**config.mk**
```make
export PLATFORM = sky130hd
export DESIGN_NAME = stage_sequencer
export DESIGN_NICKNAME = d
export VERILOG_FILES = /design/src/rtl/stage_seq_pkg.sv /design/src/rtl/stage_seq_decode.sv /design/src/rtl/stage_sequencer.sv
export SDC_FILE = /design/constraint.sdc
export NUM_CORES = 1
export LEC_CHECK = 0
export ABC_CLOCK_PERIOD_IN_PS = 3550
export CORE_MARGIN = 8
export CORE_UTILIZATION = 50
export DETAILED_ROUTE_END_ITERATION = 7
export DONT_BUFFER_PORTS = 1
export PLACE_DENSITY_LB_ADDON = 0.2
export SETUP_SLACK_MARGIN = 0.5
export SKIP_LAST_GASP = 1
export SLEW_MARGIN = 15
export SYNTH_ARGS = -nofsm -noshare
export SYNTH_HDL_FRONTEND = slang
export SYNTH_SLANG_ARGS = --single-unit
export TNS_END_PERCENT = 10
```
**constraint.sdc**
```tcl
create_clock -name clock -period 3.55 [get_ports clock]
set_input_delay 0.5325 -clock clock [delete_from_list [all_inputs] [get_ports clock]]
set_output_delay 0.5325 -clock clock [all_outputs]
set_load 0.01 [all_outputs]
```
**src/rtl/stage_seq_pkg.sv**
```systemverilog
// Shared definitions for the multi-cycle stage sequencer.
// Holds the sequencer state encoding, the 5-bit opcode constants taken from
// q_imem[31:27], and the instruction-class encoding produced by the opcode
// decoder and consumed by the sequencer and the datapath control decoder.
package stage_seq_pkg;

  // Sequencer states, 3-bit encoding
  typedef enum logic [2:0] {
    ST_IDLE   = 3'd0,
    ST_FETCH  = 3'd1,
    ST_DECODE = 3'd2,
    ST_EXEC   = 3'd3,
    ST_MEM    = 3'd4,
    ST_WB     = 3'd5,
    ST_FAULT  = 3'd6
  } state_t;

  // Opcodes
  localparam logic [4:0] OP_ADD  = 5'b00000;
  localparam logic [4:0] OP_J    = 5'b00001;
  localparam logic [4:0] OP_BNE  = 5'b00010;
  localparam logic [4:0] OP_JAL  = 5'b00011;
  localparam logic [4:0] OP_JR   = 5'b00100;
  localparam logic [4:0] OP_ADDI = 5'b00101;
  localparam logic [4:0] OP_BLT  = 5'b00110;
  localparam logic [4:0] OP_SW   = 5'b00111;
  localparam logic [4:0] OP_LW   = 5'b01000;
  localparam logic [4:0] OP_SETX = 5'b10101;
  localparam logic [4:0] OP_BEX  = 5'b10110;

  // Instruction classes; each class fixes the stage path of an instruction
  typedef enum logic [2:0] {
    CLS_ALU   = 3'd0,
    CLS_LOAD  = 3'd1,
    CLS_STORE = 3'd2,
    CLS_CTRL  = 3'd3,
    CLS_LINK  = 3'd4
  } instr_class_t;

endpackage

```
**src/rtl/stage_seq_decode.sv**
```systemverilog
// Combinational opcode-to-class decoder.
// Ports:
//   opcode     in  5  instruction opcode (q_imem[31:27])
//   instrClass out 3  instr_class_t encoding of the instruction class
// Unknown opcodes decode as CTRL so they run as a no-op without a write.
module stage_seq_decode
  import stage_seq_pkg::*;
(
  input  logic [4:0] opcode,
  output logic [2:0] instrClass
);

  // Opcode lookup
  always_comb begin
    instrClass = CLS_CTRL;
    case (opcode)
      OP_ADD, OP_ADDI, OP_SETX:             instrClass = CLS_ALU;
      OP_LW:                                instrClass = CLS_LOAD;
      OP_SW:                                instrClass = CLS_STORE;
      OP_JAL:                               instrClass = CLS_LINK;
      OP_J, OP_BNE, OP_JR, OP_BLT, OP_BEX:  instrClass = CLS_CTRL;
      default:                              instrClass = CLS_CTRL;
    endcase
  end

endmodule

```
**src/rtl/stage_sequencer.sv**
```systemverilog
// Multi-cycle control FSM: walks each instruction through FETCH, DECODE,
// EXEC, MEM and WB and issues one-cycle stage enables to the datapath.
// MEM holds until dmem_ready, bounded by MEM_TIMEOUT stalled cycles, after
// which the sequencer parks in FAULT until ctrl_reset.
// Optional feature macro: STAGE_SEQ_PERF_COUNTERS_EN (retired/stall counters;
// when undefined the counter outputs are tied to zero).
// Ports:
//   clock, ctrl_reset          clock and synchronous active-high reset
//   run, halt_req              start level / stop request at the boundary
//   opcode                     opcode, valid in DECODE
//   dmem_ready                 dmem acknowledge for the current MEM access
//   imem_en, regfile_re, alu_en, dmem_en, dmem_we, ctrl_writeEnable
//                              per-stage strobes
//   pc_en                      final cycle of each instruction
//   busy, fault                status
//   retired_count, stall_count performance counters
module stage_sequencer
  import stage_seq_pkg::*;
#(
  parameter int MEM_TIMEOUT = 16,
  parameter int CNT_WIDTH   = 32
) (
  input  logic                 clock,
  input  logic                 ctrl_reset,
  input  logic                 run,
  input  logic                 halt_req,
  input  logic [4:0]           opcode,
  input  logic                 dmem_ready,
  output logic                 imem_en,
  output logic                 regfile_re,
  output logic                 alu_en,
  output logic                 dmem_en,
  output logic                 dmem_we,
  output logic                 ctrl_writeEnable,
  output logic                 pc_en,
  output logic                 busy,
  output logic                 fault,
  output logic [CNT_WIDTH-1:0] retired_count,
  output logic [CNT_WIDTH-1:0] stall_count
);

  // Wait count at which one more stalled cycle means timeout
  localparam logic [7:0] TIMEOUT_LAST = 8'(MEM_TIMEOUT - 1);

  state_t     state_r;
  state_t     nextState_s;
  state_t     boundaryNext_s;
  logic [4:0] opcode_r;
  logic [4:0] decodeOpcode_s;
  logic [2:0] class_s;
  logic [7:0] memWait_r;
  logic       pcEnReg_r;

  // In DECODE the opcode is being latched this edge, so decode the live
  // input; afterwards decode the latched copy.
  assign decodeOpcode_s = (state_r == ST_DECODE) ? opcode : opcode_r;

  stage_seq_decode uDecode (
    .opcode     (decodeOpcode_s),
    .instrClass (class_s)
  );

  // Where the sequencer goes after the last stage of an instruction
  always_comb begin
    if (halt_req || !run) begin
      boundaryNext_s = ST_IDLE;
    end else begin
      boundaryNext_s = ST_FETCH;
    end
  end

  // Next-state selection
  always_comb begin
    nextState_s = state_r;
    case (state_r)
      ST_IDLE: begin
        if (run) begin
          nextState_s = ST_FETCH;
        end else begin
          nextState_s = ST_IDLE;
        end
      end
      ST_FETCH:  nextState_s = ST_DECODE;
      ST_DECODE: nextState_s = ST_EXEC;
      ST_EXEC: begin
        case (class_s)
          CLS_CTRL:            nextState_s = boundaryNext_s;
          CLS_LOAD, CLS_STORE: nextState_s = ST_MEM;
          default:             nextState_s = ST_WB;
        endcase
      end
      ST_MEM: begin
        if (dmem_ready) begin
          if (class_s == CLS_STORE) begin
            nextState_s = boundaryNext_s;
          end else begin
            nextState_s = ST_WB;
          end
        end else if (memWait_r == TIMEOUT_LAST) begin
          nextState_s = ST_FAULT;
        end else begin
          nextState_s = ST_MEM;
        end
      end
      ST_WB:    nextState_s = boundaryNext_s;
      ST_FAULT: nextState_s = ST_FAULT;
      default:  nextState_s = ST_IDLE;
    endcase
  end

  // State, opcode latch, MEM wait counter and registered stage strobes.
  // Strobes are registered from the next state so each one is high for
  // exactly the cycle the FSM spends in its stage.
  always_ff @(posedge clock) begin
    if (ctrl_reset) begin
      state_r          <= ST_IDLE;
      opcode_r         <= 5'd0;
      memWait_r        <= 8'd0;
      imem_en          <= 1'b0;
      regfile_re       <= 1'b0;
      alu_en           <= 1'b0;
      dmem_en          <= 1'b0;
      dmem_we          <= 1'b0;
      ctrl_writeEnable <= 1'b0;
      pcEnReg_r        <= 1'b0;
      busy             <= 1'b0;
      fault            <= 1'b0;
    end else begin
      state_r <= nextState_s;
      if (state_r == ST_DECODE) begin
        opcode_r <= opcode;
      end
      // Counts stalled cycles of the current access; zero outside MEM
      if (state_r != ST_MEM) begin
        memWait_r <= 8'd0;
      end else if (!dmem_ready) begin
        memWait_r <= memWait_r + 8'd1;
      end
      imem_en          <= (nextState_s == ST_FETCH);
      regfile_re       <= (nextState_s == ST_DECODE);
      alu_en           <= (nextState_s == ST_EXEC);
      dmem_en          <= (nextState_s == ST_MEM);
      dmem_we          <= (nextState_s == ST_MEM) && (class_s == CLS_STORE);
      ctrl_writeEnable <= (nextState_s == ST_WB);
      pcEnReg_r        <= (nextState_s == ST_WB) ||
                          ((nextState_s == ST_EXEC) && (class_s == CLS_CTRL));
      busy             <= (nextState_s != ST_IDLE) && (nextState_s != ST_FAULT);
      fault            <= (nextState_s == ST_FAULT);
    end
  end

  // A store retires on the MEM cycle that dmem acknowledges, which cannot be
  // known a cycle ahead, so that term is qualified by the live dmem_ready.
  assign pc_en = pcEnReg_r | (dmem_we & dmem_ready);

`ifdef STAGE_SEQ_PERF_COUNTERS_EN
  localparam logic [CNT_WIDTH-1:0] CNT_ONE = {{(CNT_WIDTH-1){1'b0}}, 1'b1};

  logic [CNT_WIDTH-1:0] retiredCount_r;
  logic [CNT_WIDTH-1:0] stallCount_r;

  // Retired-instruction and MEM-stall counters, wrapping
  always_ff @(posedge clock) begin
    if (ctrl_reset) begin
      retiredCount_r <= {CNT_WIDTH{1'b0}};
      stallCount_r   <= {CNT_WIDTH{1'b0}};
    end else begin
      if (pc_en) begin
        retiredCount_r <= retiredCount_r + CNT_ONE;
      end
      if ((state_r == ST_MEM) && !dmem_ready) begin
        stallCount_r <= stallCount_r + CNT_ONE;
      end
    end
  end

  assign retired_count = retiredCount_r;
  assign stall_count   = stallCount_r;
`else
  assign retired_count = {CNT_WIDTH{1'b0}};
  assign stall_count   = {CNT_WIDTH{1'b0}};
`endif

endmodule

```
==> results.toml <==
[cells_and_area]
syn_to_final_growth_pct = -9.19
antenna_cells = 0
drive_gt1_share_pct = 10.0
fillers = 374
multi_input_area_um2 = 1030
nets = 234
register_area_um2 = 507

[timing]
fin_crit_ns = 2.87
hold_violations = 0
finalSetupViolations = 0
max_freq_mhz = 348
finalSetupTns_ns = 0
rsz0062_at_grt = "false"
fin_worst_skew_ns = 0.00373
fin_crit_sh_pct = 80.8
maxSlewViolCount = 0

[setup_path]
worst-path-max-fanout = 10
critical_path.max_stage_delay_ns = 0.42
worstPathRequired_ns = 3.81
cp.buffers_inverters = 2
slowest_stage = "dfxtp_4"
r2r_slack_ns = 0.68
cp.arrival_ns = 3.13
path_delay_family = "simple AND/OR/NAND/NOR gates"
reg2reg_to = "dmem_we$_SDFF_PP0_"
cp-start-kind = "register"
crit_path_end_kind = "register"
worstSetupPathType = "register to register"
rr_startpoint = "state_r[1]$_SDFF_PP0_"
r2r_cells = 11
worstPathCellList = "nor3b_2, buf_4, mux2i_2, inv_1, ha_1, or2b_1, a221oi_1, nor2_1, o31a_1, or3_4, a211oi_2"

[global_route]
grt_remaining_overflow = 0
grt_use_total_pct = 11.5
grt_max_degree = 16
grt_pass1_wl_um = 5750
grt_pass1_vias = 1194
antenna_found_initial = 0

[logic_synthesis]
ys_ff_latch = 25
synth_cells = 221
synth_edf_count = 0
ys.flop_type = "dfxtp_1"
ys_warn_count = 0
yosysUniqueCellTypes = 48
syn_area_per_cell_um2 = 8.25
seq_area_frac_synth_pct = 27.4
synthesis.area_um2 = 1820
async_reset_ff_share_pct = 0

[floorplanning]
initial_core_util_pct = 51.0
io_pins = 83
row_count = 22
die_y_um = 76.4
coreArea_um2 = 3580
die-area_um2 = 5840
die_width_um = 76.4

[job]
max_cap_violations = 0

[detailed_routing]
firstDrtPassIters = 4
vias = 1230
drc_errors = 0
routedWlPerCell_um = 13.0
routed_via_density = 4.61
first_iter_violations = 113
ant_nets = 0
drt_wl_total_um = 3470

[clock_network]
cts_sinks = 25
clk_transition_reported_paths_ns = 0.14
cts_buffers = 3
ctsHoldBuffers = 0
cts_setup_buffers = 0
insertion_delay_ns = 0.32
post_cts_resized = 1
root_buffer = "clkbuf_4"
clockBufferDepth = 2
htreeDepth = 1
cts_tree = "done"

[placement]
post-dp-hpwl_um = 2820
portBuffers = 0
place.gp.congestion = 0.812

[min_path]
min_from = "ctrl_reset"
min_path_type = "input port to register"
holdPathEnd = "state_r[2]$_SDFF_PP0_"
hold_depth = 1

[power_and_ir_drop]
p_leak_uw = 0.000767
ir_drop_mv = 0.154
powerDensity_nw_per_um2 = 359
finalPower_uw = 595

[run_status]
status = "finished clean"
kinds of logic after synthesis:
kind of cell | count (synthesis) | share of synthesized area (%)
DFF | 25 | 27.4
muxes | 4 | 2.26
other | 1 | 0.206
AOI/OAI and AO/OA | 24 | 9.67
buffers and inverters | 75 | 29.7
and+or+nand+nor | 80 | 24.1
xor gates and xnor gates | 8 | 3.84
adders and majority gates | 4 | 2.74
cell usage in the layout, fill, tap and decap left out, drive strengths merged, types with 2 or more instances in the layout:
cell type / n
or2b: 2
a31oi: 5
o21ai: 2
nor2: 22
nand3: 6
mux2i: 3
o22ai: 2
buf: 2
clkbuf: 3
xor2: 5
and3b: 2
inv: 4
and4b: 2
nor2b: 3
and2b: 2
xnor2: 3
nand2: 12
a21oi: 4
ha: 4
nor3: 5
a221oi: 2
dfxtp: 25
or2: 3
and2: 2
conb: 64
nor3b: 2
and3: 6
nand2b: 6
cells in the mapped netlist, drive strengths merged (2+ instances only):
| cell type | instances | area (um^2) |
|---|---|---|
| a21oi | 4 | 20.0 |
| a221oi | 2 | 23.8 |
| a31oi | 5 | 31.3 |
| and2 | 2 | 12.5 |
| and2b | 2 | 15.0 |
| and3 | 6 | 38.8 |
| and3b | 2 | 17.5 |
| and4b | 2 | 20.0 |
| buf | 68 | 515 |
| clkbuf | 3 | 11.3 |
| dfxtp | 25 | 500 |
| ha | 4 | 50.1 |
| inv | 4 | 15.0 |
| mux2i | 3 | 30.0 |
| nand2 | 12 | 45.0 |
| nand2b | 6 | 37.5 |
| nand3 | 6 | 30.0 |
| nor2 | 22 | 82.6 |
| nor2b | 3 | 18.8 |
| nor3 | 5 | 25.0 |
| nor3b | 2 | 20.0 |
| o21ai | 2 | 10.0 |
| o22ai | 2 | 12.5 |
| or2 | 3 | 18.8 |
| or2b | 2 | 15.0 |
| xnor2 | 3 | 26.3 |
| xor2 | 5 | 43.8 |
flip-flops by register name, indices dropped and copies added, names as in the netlist:
register and flops:
busy 1, fault 1, state_r 3, memWait_r 8, ctrl_writeEnable 1, imem_en 1
dmem_en 1, alu_en 1, regfile_re 1, pcEnReg_r 1, opcode_r 5, dmem_we 1
routing by layer:
metal	track usage (%)	vias to the layer above	wire length (um)
met4	4.23	0	38
met1	13.3	547	1550
met2	18.4	66	1550
met5	0	-	0
li1	-	613	-
met3	4.72	4	333
power breakdown:
part,switching (uW),internal [uW]
combinational,94.4,52.6
sequential,18.6,296
clock,90.4,43.1
total,203,392
cell type report:
class	count	share of cell area, %
Sequential cell	25	30.6
Clock inverter	1	0.453
Timing Repair Buffer	2	0.906
Tap cell	48	3.63
Inverter	4	0.906
Clock buffer	3	1.36
Multi-Input combinational cell	184	62.2
worst register-to-register path, cell delays in order (launching register included):
cell and delay [ns]:
dfxtp_4 0.42, nor3b_2 0.16, buf_4 0.19, mux2i_2 0.29, inv_1 0.10, ha_1 0.22
or2b_1 0.25, a221oi_1 0.29, nor2_1 0.07, o31a_1 0.34, or3_4 0.34, a211oi_2 0.13
stage by stage:
step	cells	area (um^2)	util (%)	worst slack (ns)	hold WS, ns
floorplan	284	2060	-	0.678	0.470
global placement	263	1610	45.0	0.540	0.489
detailed placement	263	1610	45.0	0.456	0.491
CTS	267	1640	45.9	0.511	0.240
global route	267	1660	46.3	0.494	0.224
finish	267	1660	46.3	0.680	0.251
worst max-delay path by stage:
stage	slack [ns]	end	start	cells after the start
after floorplan	0.68	dmem_we$_SDFF_PP0_	state_r[2]$_SDFF_PP0_	11
final	0.68	dmem_we$_SDFF_PP0_	state_r[1]$_SDFF_PP0_	11
after CTS	0.51	dmem_we$_SDFF_PP0_	state_r[1]$_SDFF_PP0_	11
after detailed placement	0.46	busy$_SDFF_PP0_	state_r[1]$_SDFF_PP0_	11
after global placement	0.54	busy$_SDFF_PP0_	state_r[1]$_SDFF_PP0_	11
after global routing	0.49	dmem_we$_SDFF_PP0_	state_r[1]$_SDFF_PP0_	11
No activity file was read; power rests on OpenSTA's default activity.
